[src/rtl/fp_unpack_pkg.sv]
// Shared FP32 field layout, classes and flag bundle for the float<->fixed
// pack/unpack blocks.
package fp_unpack_pkg;
  localparam int FP32_EXP_W  = 8;
  localparam int FP32_MANT_W = 23;
  localparam int FP32_BIAS   = 127;

  typedef struct packed {
    logic                   sign;
    logic [FP32_EXP_W-1:0]  exp;
    logic [FP32_MANT_W-1:0] mant;
  } fp32_t;

  typedef enum logic [1:0] {FP_ZERO, FP_NORMAL, FP_INF, FP_NAN} fp_class_e;

  typedef struct packed {
    logic ovf;
    logic nan;
    logic zero;
    logic unity;
  } unpack_flags_t;
endpackage

[src/rtl/fp32_classify.sv]
// Combinational FP32 classifier: zero/denormal, normal, inf, NaN, plus the
// exact +/-1.0 detect. Sign-agnostic.
module fp32_classify
  import fp_unpack_pkg::*;
(
  input  fp32_t     f,
  output fp_class_e cls,
  output logic      unity
);
  logic unused_sign;
  assign unused_sign = f.sign;

  always_comb begin
    cls = FP_NORMAL;
    if (f.exp == '0)      cls = FP_ZERO;
    else if (&f.exp)      cls = (f.mant == '0) ? FP_INF : FP_NAN;
  end

  assign unity = ({f.exp, f.mant} == 31'h3F80_0000);
endmodule

[src/rtl/fp32_fixed_unpacker_pipe.sv]
// 3-stage FP32 -> signed fixed-point (OUT_W, FRAC_BITS) converter with a
// valid/ready stream. `FP_UNPACK_ROUND_NEAREST_EN selects round-to-nearest-even
// on the right-shift path instead of truncation toward zero.
module fp32_fixed_unpacker_pipe
  import fp_unpack_pkg::*;
#(
  parameter int OUT_W     = 32,
  parameter int FRAC_BITS = 30
) (
  input  logic             clk,
  input  logic             rst_n,
  input  logic             in_valid,
  output logic             in_ready,
  input  logic [31:0]      in_data,
  output logic             out_valid,
  input  logic             out_ready,
  output logic [OUT_W-1:0] out_data,
  output logic             out_ovf,
  output logic             out_nan,
  output logic             out_zero,
  output logic             out_unity
);
  localparam int STAGES = 3;
  localparam int MAG_W  = OUT_W + 25;
  localparam logic signed [11:0] SH_OFS = 12'(FRAC_BITS - FP32_BIAS - FP32_MANT_W);
  localparam logic signed [11:0] SH_MAX = 12'(OUT_W);
  localparam logic [OUT_W-1:0] MAXP = {1'b0, {(OUT_W-1){1'b1}}};
  localparam logic [OUT_W-1:0] MINN = {1'b1, {(OUT_W-1){1'b0}}};
  localparam logic [MAG_W-1:0] MAXP_EXT = {{26{1'b0}}, {(OUT_W-1){1'b1}}};
  localparam logic [MAG_W-1:0] MINN_EXT = {{25{1'b0}}, 1'b1, {(OUT_W-1){1'b0}}};

  logic [STAGES-1:0] vld_pipe;
  logic              advance;

  assign advance   = !vld_pipe[STAGES-1] || out_ready;
  assign in_ready  = advance;
  assign out_valid = vld_pipe[STAGES-1];

  // S0: raw fields
  fp32_t     f0;
  fp_class_e cls0;
  logic      unity0;

  always_ff @(posedge clk or negedge rst_n) begin
    if (!rst_n) begin
      vld_pipe <= '0;
      f0       <= '0;
    end else if (advance) begin
      vld_pipe <= {vld_pipe[STAGES-2:0], in_valid};
      f0       <= in_data;
    end
  end

  fp32_classify u_cls (.f(f0), .cls(cls0), .unity(unity0));

  // S1: align significand; shifts beyond OUT_W can only saturate
  logic signed [11:0] sh, nsh;
  logic [23:0]        sig;
  logic [MAG_W-1:0]   mag_c, mag1;
  logic               big_c, big1, sign1, unity1;
  fp_class_e          cls1;
`ifdef FP_UNPACK_ROUND_NEAREST_EN
  logic [49:0]        ext;
  logic [4:0]         nclamp;
  logic               grd_c, stk_c, grd1, stk1;
`endif

  always_comb begin
    sh    = $signed({4'b0, f0.exp}) + SH_OFS;
    nsh   = -sh;
    sig   = {1'b1, f0.mant};
    mag_c = '0;
    big_c = (cls0 == FP_INF);
`ifdef FP_UNPACK_ROUND_NEAREST_EN
    nclamp = (nsh > 12'sd26) ? 5'd26 : nsh[4:0];
    ext    = {sig, 26'b0} >> nclamp;
    grd_c  = 1'b0;
    stk_c  = 1'b0;
`endif
    if (cls0 == FP_NORMAL) begin
      if (sh > SH_MAX)  big_c = 1'b1;
      else if (!sh[11]) mag_c = MAG_W'(sig) << sh[5:0];
      else begin
`ifdef FP_UNPACK_ROUND_NEAREST_EN
        mag_c = MAG_W'(ext[49:26]);
        grd_c = ext[25];
        stk_c = |ext[24:0];
`else
        mag_c = (nsh > 12'sd24) ? '0 : MAG_W'(sig >> nsh[4:0]);
`endif
      end
    end
  end

  always_ff @(posedge clk or negedge rst_n) begin
    if (!rst_n) begin
      mag1   <= '0;
      big1   <= 1'b0;
      sign1  <= 1'b0;
      unity1 <= 1'b0;
      cls1   <= FP_ZERO;
`ifdef FP_UNPACK_ROUND_NEAREST_EN
      grd1   <= 1'b0;
      stk1   <= 1'b0;
`endif
    end else if (advance) begin
      mag1   <= mag_c;
      big1   <= big_c;
      sign1  <= f0.sign;
      unity1 <= unity0;
      cls1   <= cls0;
`ifdef FP_UNPACK_ROUND_NEAREST_EN
      grd1   <= grd_c;
      stk1   <= stk_c;
`endif
    end
  end

  // S2: round, saturate, sign
  logic [MAG_W-1:0] mag_r;
  logic [OUT_W-1:0] data_c;
  unpack_flags_t    flags_c, flags_q;

  always_comb begin
`ifdef FP_UNPACK_ROUND_NEAREST_EN
    mag_r = mag1 + MAG_W'(grd1 & (stk1 | mag1[0]));
`else
    mag_r = mag1;
`endif
    data_c  = '0;
    flags_c = '0;
    if (cls1 == FP_NAN) begin
      flags_c.nan = 1'b1;
    end else if (big1 || mag_r > MAXP_EXT) begin
      // -2^(OUT_W-1) is the one out-of-range magnitude that still fits
      if (sign1 && !big1 && mag_r == MINN_EXT) data_c = MINN;
      else begin
        data_c      = sign1 ? MINN : MAXP;
        flags_c.ovf = 1'b1;
      end
    end else begin
      data_c = sign1 ? -mag_r[OUT_W-1:0] : mag_r[OUT_W-1:0];
    end
    flags_c.zero  = (cls1 != FP_NAN) && (data_c == '0);
    flags_c.unity = unity1;
  end

  always_ff @(posedge clk or negedge rst_n) begin
    if (!rst_n) begin
      out_data <= '0;
      flags_q  <= '0;
    end else if (advance) begin
      out_data <= data_c;
      flags_q  <= flags_c;
    end
  end

  assign out_ovf   = flags_q.ovf;
  assign out_nan   = flags_q.nan;
  assign out_zero  = flags_q.zero;
  assign out_unity = flags_q.unity;
endmodule

[config.mk]
export PLATFORM = sky130hd
export DESIGN_NAME = fp32_fixed_unpacker_pipe
export DESIGN_NICKNAME = d
export VERILOG_FILES = /design/src/rtl/fp_unpack_pkg.sv /design/src/rtl/fp32_classify.sv /design/src/rtl/fp32_fixed_unpacker_pipe.sv
export SDC_FILE = /design/constraint.sdc
export NUM_CORES = 1
export LEC_CHECK = 0
export CORE_ASPECT_RATIO = 1.1
export CORE_MARGIN = 2
export CORE_UTILIZATION = 45
export DETAILED_ROUTE_END_ITERATION = 12
export GPL_ROUTABILITY_DRIVEN = 0
export PLACE_DENSITY = 0.73
export SYNTH_ARGS = -nofsm -noshare
export SYNTH_HDL_FRONTEND = slang
export SYNTH_SLANG_ARGS = --single-unit
[constraint.sdc]
create_clock -name clk -period 5.9 [get_ports clk]
set_input_delay 0.885 -clock clk [delete_from_list [all_inputs] [get_ports clk]]
set_output_delay 0.885 -clock clk [all_outputs]
set_load 0.02 [all_outputs]
# [Word level (Yosys, flattened, before mapping)]
# Cells that the tools add are included.
[classes] add_sub_neg=3 mul=0 n_div=0 order_cmp=3 eq_ne=6 n_shift=2 mux=18 bitwise_logic=0 n_reduce_logical=11
[ops] cell="57-bit 2-to-1 mux" count=4
[ops] cell="32-bit 2-to-1 mux" count=5
[ops] cell="57-bit by 32-bit == test with 1-bit output (second input constant)" count=1
[ops] cell="57-bit by 31-bit greater-than comparator with 1-bit output (second input constant)" count=1
[ops] cell="24-bit by 6-bit left shift with 57-bit output" count=1
[ops] cell="24-bit by 5-bit >> shifter with 57-bit output" count=1
[ops] cell="32-bit logical NOT" count=1
[ops] cell="32-bit negation" count=1
[ops] cell="31-bit by 30-bit == test with 1-bit output (second input constant)" count=1
[ops] cell="23-bit logical NOT" count=1
[ops] cell="12-bit by 6-bit greater-than comparator with 1-bit output (second input constant)" count=1
[ops] cell="10-bit negation with 12-bit output" count=1
[ops] cell="9-bit by 8-bit adder with 10-bit output (second input constant)" count=1
[ops] cell="10-bit by 7-bit greater-than comparator with 1-bit output (second input constant)" count=1
[ops] cell="8-bit logical NOT" count=1
[ops] cell="8-bit AND reduction" count=1
[ops] cell="1-bit 2-to-1 mux" count=7
[ops] cell="2-bit == test (second input constant)" count=2
[ops] cell="2-bit 2-to-1 mux" count=2
[ops] cell="1-bit logical AND" count=3
[ops] cell="2-bit by 1-bit == test with 1-bit output (second input constant)" count=1
[ops] cell="1-bit logical NOT" count=2
[ops] cell="1-bit logical OR" count=2
[ops] cell="2-bit != test (second input constant)" count=1
[totals] ff_bits=133 latch_bits=0 ram_bits=0 mem_bits_ro=0 in_bits=36 output_inout_bits=38 wordCells=57 n_memories=0

# [Longest topological paths before layout]
[depth] word_depth=8 depth_mapped=14 ltp_nobuf=10

# [Modules after synthesis]
# From an unflattened synthesis, not the netlist that was laid out.
[unflattened] hier_cells=1156 hier_area_um2=9636.7
[modules_own_cells] module="fp32_fixed_unpacker_pipe" n_inst=1 cells_per_inst=1138 area_per_inst_um2=9509.1 seq_area_each_um2=3328.2
[modules_own_cells] module="fp32_classify" n_inst=1 cells_per_inst=18 area_per_inst_um2=127.6 seq_area_each_um2=0.0

# [Least setup slack after synthesis]
# No wires, ideal clock.
[synth_timing] kind="reg2reg" start="register f0[23] (netlist bit)" end="register mag1[4]" setup_time_ps=124 arrival_ps=3005 t_required_ps=5776 slack_ps=2771 path_stages_with_launch=15 path_buffers=4 period_less_slack_ps=3129 cell_sequence="dfrtp_1 -> clkbuf_1 -> buf_2 -> buf_2 -> inv_1 -> ha_1 -> and4bb_1 -> o221a_2 -> o21ai_0 -> a22oi_1 -> and4_1 -> nand2_1 -> clkbuf_1 -> nor2_1 -> a211o_1"
[synth_between] elab_chain_cells=7 word_cells_on_any_way=15 cone_classes="2 x add/sub; 2 x order compare; 1 x eq/ne; 2 x shift; 6 x mux; 2 x reduce/logical"
[synth_lines] element="from (decl)" line_no="fp32_fixed_unpacker_pipe.sv:40" text="fp32_t f0;"
[synth_lines] element="from (signal assigned)" line_no="fp32_fixed_unpacker_pipe.sv:50" text="f0 <= in_data;"
[synth_lines] element="9-bit by 8-bit adder with 10-bit output" line_no="fp32_fixed_unpacker_pipe.sv:69" text="sh = $signed({4'b0, f0.exp}) + SH_OFS;"
[synth_lines] element="10-bit negation with 12-bit output" line_no="fp32_fixed_unpacker_pipe.sv:70" text="nsh = -sh;"
[synth_lines] element="12-bit by 6-bit greater-than comparator with 1-bit output / 24-bit by 5-bit >> shifter with 57-bit output (equally long branches)" line_no="fp32_fixed_unpacker_pipe.sv:89" text="mag_c = (nsh > 12'sd24) ? '0 : MAG_W'(sig >> nsh[4:0]);"
[synth_lines] element="57-bit 2-to-1 mux" line_no="fp32_fixed_unpacker_pipe.sv:89"
[synth_lines] element="57-bit 2-to-1 mux" line_no="fp32_fixed_unpacker_pipe.sv:82" text="else if (!sh[11]) mag_c = MAG_W'(sig) << sh[5:0];"
[synth_lines] element="57-bit 2-to-1 mux" line_no="fp32_fixed_unpacker_pipe.sv:81" text="if (sh > SH_MAX) big_c = 1'b1;"
[synth_lines] element="57-bit 2-to-1 mux *" line_no="fp32_fixed_unpacker_pipe.sv:80" text="if (cls0 == FP_NORMAL) begin"
[synth_lines] element="to (signal assigned)" line_no="fp32_fixed_unpacker_pipe.sv:107" text="mag1 <= mag_c;"
[synth_lines] element="to (decl)" line_no="fp32_fixed_unpacker_pipe.sv:59" text="logic [MAG_W-1:0] mag_c, mag1;"
# Every way passes the cells marked *; elsewhere a longest branch is shown, timed or not.
# A chain may end at the register's enable or synchronous reset.

# [Worst setup path in the final report]
[layout_timing] start="register f0[25] (netlist bit)" end="register mag1[13]"
# Same word-level chain as after synthesis.

==> results.md <==
- WP data required: about 6200 ps
- Number of synthesized flops with an enable pin: 0
- Die area: ~0.022 mm^2
- Critical setup path kind: reg2reg
- Hold_buf cts: 0
- Pre-antenna DRT Iters: 6
- Fraction of registers with async set/reset: 1.000
- CTS tree: done
- WL/cell: 19.71 um
- Post-synthesis sequential area ratio: 0.3501
- Worst-Skew Late Latency: ~430 ps
- Most frequent cells in the layout: nand2_1, dfrtp_1, nor2_1
- DP Cell Count: about 1400
- Rows: 55
- Status: complete, no violations
- Period utilization: 0.6322
- Ratio of cells with drive above 1 in the final layout: 0.09067
- Max-slew violations: 0
- Min Tclk post-route: 3730 ps
- Worst-path clk slew: approximately 60 ps
- Port-buffer cells: 73
- Final nets: around 1200
- HPWL after DPL: between 20000 and 25000 um
- Post-route setup TNS: 0 ps
- Gate count of the mapped netlist: approximately 1100
- Crit path DAT: 4040 ps
- Total gr overflow: 0
- Largest net degree at the start of global routing: 119
- Post-CTS Setup Bufs: 0
- Total track usage: 0.2555
- Netlist cell types: 77
- Peak supply drop: between 0.2 and 0.3 mV
- Hold/Removal Path Class: in2async
- DRT Wirelength: around 28000 um
- Final Hold Vio Count: 0
- Top post-synthesis cells by area: dfrtp_1, nand2_1, mux2i_1, mux4_2, o21ai_0
- DR vias: 9011
- Synth Net Count: roughly 1200
- Post-synth top area share: 0.3501
- CORE AREA: 0.02064 mm^2
- Residual DRC count: 0
- Chip width: about 140 um
- DRT iter0 DRCs: 1239
- CP Capture Type: flop
- # setup viols final: 0
- Skew final: between 7 and 8 ps
- Slew at the pin closest to its max-slew limit: roughly 1200 ps
- Avg Synthesized Cell Area: approximately 8.4 um^2
- # H-tree levels: 4
- Syn-to-layout area delta: 14.64%
- Ant. Diodes: 0
- RSZ-0062 raised after global routing: no
- I/O Pins: 74
- Vias in the first global route: just over 8000
- Commonest non-fill, non-tap cell in the layout: nand2_1
- First-pass GRT wire length: about 45000 um
- Startpoint types: flop
- CTS Sinks: 133
- Pleak: between 4 and 5 nW
- Num CTS Buffers: 17
- Die Y: approximately 160 um
- Yosys warns: 0
- Post-layout power: around 6.8 mW
- Pwr Density: 620.5 mW/mm^2
- CTS max path bufs: 2
- Fmax: between 0.2 and 0.3 GHz
- Routed Antenna Nets: 0
- Yosys reg bits: around 130
- Slew HR: 0.1651
- Top_reg_cell synth: dfrtp_1
- Root Buffer: clkbuf_16
- Initial Util: 0.4604
- Final std cells w/o fill: roughly 1400
- Top fanout value on the critical path: 27
- Post-cts resize count: 0
- Routed vias/inst: around 6.4
- Dominant cell type by area after synthesis: dfrtp_1
- Initial antenna violation count: 0
- Cell area after synthesis: between 0.009 and 0.01 mm^2
- Total of max-cap violations: 0
power breakdown:
part,internal [mW],switching [mW],leakage (nW)
clock,0.712,0.417,0.299
combinational,1.63,2.44,2.69
sequential,1.19,0.367,1.69
total,3.53,3.23,4.68
critical path: stages, from the launching register on:
cell and delay, ps:
dfrtp_1 960, inv_2 400, ha_1 680, inv_1 450, or2_2 410, a21boi_0 150, nand2_1 130, o21ai_0 90
a221o_1 330
sequential cells by signal, indices dropped and copies added (netlist names), 2 cells and up:
| name | count |
|---|---|
| mag1 | 57 |
| out_data | 32 |
| cls1 | 2 |
| vld_pipe | 3 |
| f0 | 32 |
synthesized netlist by cell type, types with 16 or more instances:
master and count:
a22o_1 34, nor3_1 28, nand4_1 16, mux2i_1 55, nand3_1 17, nand2_1 196, a21oi_1 48, nor2_1 124
mux4_2 23, inv_1 17, o22ai_1 31, dfrtp_1 133, clkbuf_1 66, o21ai_0 101
metrics by stage:
| step | cell area (um^2) | setup WS, ps | utilization | hold slack, ps |
|---|---|---|---|---|
| 2_1_floorplan | 9505 | 2771 | - | 430.0 |
| 5_1_grt | 10900 | 1910 | 0.5278 | 471.8 |
| 6_report | 10900 | 2170 | 0.5278 | 456.2 |
| 3_3_place_gp | 10270 | 2332 | 0.4974 | 440.1 |
| 3_5_place_dp | 10270 | 2263 | 0.4974 | 447.4 |
| 4_1_cts | 10900 | 2232 | 0.5278 | 460.4 |
final cells by class:
class                   count  area [um^2]
fillers                  1963         9748
clock inverters            10        143.9
multi-input cells         888         5709
flip-flops and latches    133         3329
inverters                  20        75.07
well taps                 256        320.3
repair buffers             85        834.6
clock buffers              22        484.2
final timing paths:
path | start | end | slack (ps) | cells after the start
max | f0[25] | mag1[13] | 2170 | 8
min | rst_n | out_data[10] | 460 | 1
max reg2reg | f0[25] | mag1[13] | 2170 | 8
min reg2reg | vld_pipe[1] | vld_pipe[2] | 460 | 1
max in group asynchronous | rst_n | f0[16] | 4180 | 2
min in group clk | vld_pipe[1] | vld_pipe[2] | 460 | 1
kinds of logic (layout without fill, tap and decap cells):
family,after synthesis,count (layout),synth area share
AOI/OAI and AO/OA,321,321,0.2260
xor gates and xnor gates,18,18,0.01659
adders and majority gates,7,7,0.009214
buffers and inverters,117,137,0.05002
DFF,133,133,0.3501
muxes,93,93,0.1306
and+or+nand+nor,449,449,0.2175
metal layers:
metal | wire length (um) | GRT usage | up-vias | share of wire
met4 | 1359 | 0.1240 | 0 | 0.049
met2 | 12820 | 0.4020 | 498 | 0.46
met5 | 0 | 0 | - | 0
met3 | 2197 | 0.04437 | 111 | 0.079
met1 | 11490 | 0.3420 | 4208 | 0.41
li1 | - | - | 4194 | -
Note: power is estimated with default switching activity, not from simulation.
==> variant: new RTL, same flow settings <==
Set the localparam `STAGES` to 2 (it was 3).
--- a/src/rtl/fp32_fixed_unpacker_pipe.sv
+++ b/src/rtl/fp32_fixed_unpacker_pipe.sv
@@ -20,7 +20,7 @@
   output logic             out_zero,
   output logic             out_unity
 );
-  localparam int STAGES = 3;
+  localparam int STAGES = 2;
   localparam int MAG_W  = OUT_W + 25;
   localparam logic signed [11:0] SH_OFS = 12'(FRAC_BITS - FP32_BIAS - FP32_MANT_W);
   localparam logic signed [11:0] SH_MAX = 12'(OUT_W);
Check against the original RTL: not equivalent (Yosys sat finds a counterexample within 4 cycles, from zero or initial values and one cycle with rst_n low).
==> variant against the original RTL <==
- routed wire length decreased by 3.3%
- die area fell by 3.3%
- utilization grew 0.69 points
- total power is 31% lower
- clock power increased by 4%
- setup slack got worse by 190 ps
- sequential cell count decreased by 1
- clock skew increased by 0.71 ps
- count of clock-buffer cells in the layout is 3 lower
- combinational power is 46% lower
- sequential share of layout area grew 0.45 points
- area after synthesis decreased by 3.4%
- design area shrank 2.2%
- largest power group unchanged
==> variant: results (changes against the original RTL) <==
metric,value,unit,change
status,"complete, no violations",,unchanged
routed vias,8622,,was 9011
Flop pwr share,27.7,%,was 23.1%
GR Util met2,39.7,%,was 40.2%
clock buf count,19,,was 22
worst flop-to-flop path startpoint,f0[26],,was f0[25]
Sequential Area,3300,um2,was 3330 um2
fillcell total,1836,,was 1963
Netlist cell types,64,,was 77
Avg Inst Size Synth,8.34,um2,was 8.35 um2
share of post-route cells with drive strength above 1,8.13,%,was 9.07%
VDD IR max,237,uV,was 297 uV
Met3 Routed Length,2200,um,about the same
Inverters excl. clock,14,,was 20
buffer share of cell area,8.03,%,was 7.66%
xor/xnor share of the synthesized area,2.19,%,was 1.66%
pre-CTS WS,2060,ps,was 2260 ps
Leak,4.59,nW,was 4.68 nW
met2 WL post-DR,12500,um,was 12800 um
vias in the first global route,7849,,was 8286
post-synthesis adder-cell area fraction,0.953,%,was 0.921%
"setup slack, reg-to-reg",1980,ps,was 2170 ps
"slowest stage delay, CP",770,ps,was 960 ps
Area after DPL,10000,um2,was 10300 um2
Post-synth top cells,"195 x nand2_1, 133 x nor2_1, 132 x dfrtp_1",,"was 196 x nand2_1, 133 x dfrtp_1, 124 x nor2_1"
Mapped Nets,1145,,was 1181
Met1 Wirelength,11000,um,was 11500 um
synth top area cells,"dfrtp_1 36%, nand2_1 8.0%, mux2i_1 8.0%",,"was dfrtp_1 35%, nand2_1 7.7%, mux2i_1 5.8%"
# rows,54,,was 55
"Max FO, Critical Path",34,,was 27
FF-to-FF End,mag1[18],,was mag1[13]
Reg2Reg Depth,10,,was 8
sw frac,40.8,%,was 47.7%
seq_cells,132,,was 133
met3 usage in global routing,3.92,%,was 4.44%
M1 GR Usage,34.1,%,was 34.2%
post-synthesis sequential area ratio,36.0,%,was 35.0%
Post-DP HPWL,19500,um,was 20000 um
"Arr. time, crit path",4260,ps,was 4040 ps
compound-cell area share of the yosys netlist,20.0,%,was 22.6%
Pwr Density,437,nW/um2,was 621 nW/um2
DR iter-0 viols,984,,was 1239
worst hold slack,465,ps,was 456 ps
first-pass GRT wire length,43100,um,was 45000 um
Crit-path slowest cell,nor4bb_1,,was dfrtp_1
skew final,8.09,ps,was 7.38 ps
Min-Delay Path Class,reg -> reg,,was in -> async
aggregate global-route resource usage,25.2,%,was 25.6%
Final Non-Filler Cells,1384,,was 1414
area of the multi-input gates,5480,um2,was 5710 um2
Clk. pwr,0.00118,W,was 0.00113 W
Signal buffers,90,,was 85
Slew HR,20.9,%,was 16.5%
Clock buf/inv share,6.06,%,was 5.76%
variant: cell types whose count changed after synthesis, moves of 9 or more:
cell | before | now
o221ai_1 | 1 | 22
clkbuf_1 | 66 | 78
buf_2 | 15 | 1
a22o_1 | 34 | 20
mux2i_1 | 55 | 73
nor2_1 | 124 | 133
o22ai_1 | 31 | 15
nand3_1 | 17 | 7
variant: worst max-delay path, delay by kind of cell, from the launching register on:
kind            cells  cell delay, ps
fa+ha+maj           1             630
simple gates        3            1500
buf+inv             1             240
compound gates      5            1080
flops               1             360
variant: worst max-delay path by stage:
stage	endpoint	from	slack, ps	cells past startpoint
floorplan	mag1[18]	f0[23]	2210	15
global placement	mag1[21]	f0[26]	2160	10
detailed placement	mag1[18]	f0[26]	2060	10
CTS	mag1[18]	f0[26]	2050	10
global route	mag1[19]	f0[26]	1690	10
finish	mag1[18]	f0[26]	1980	10
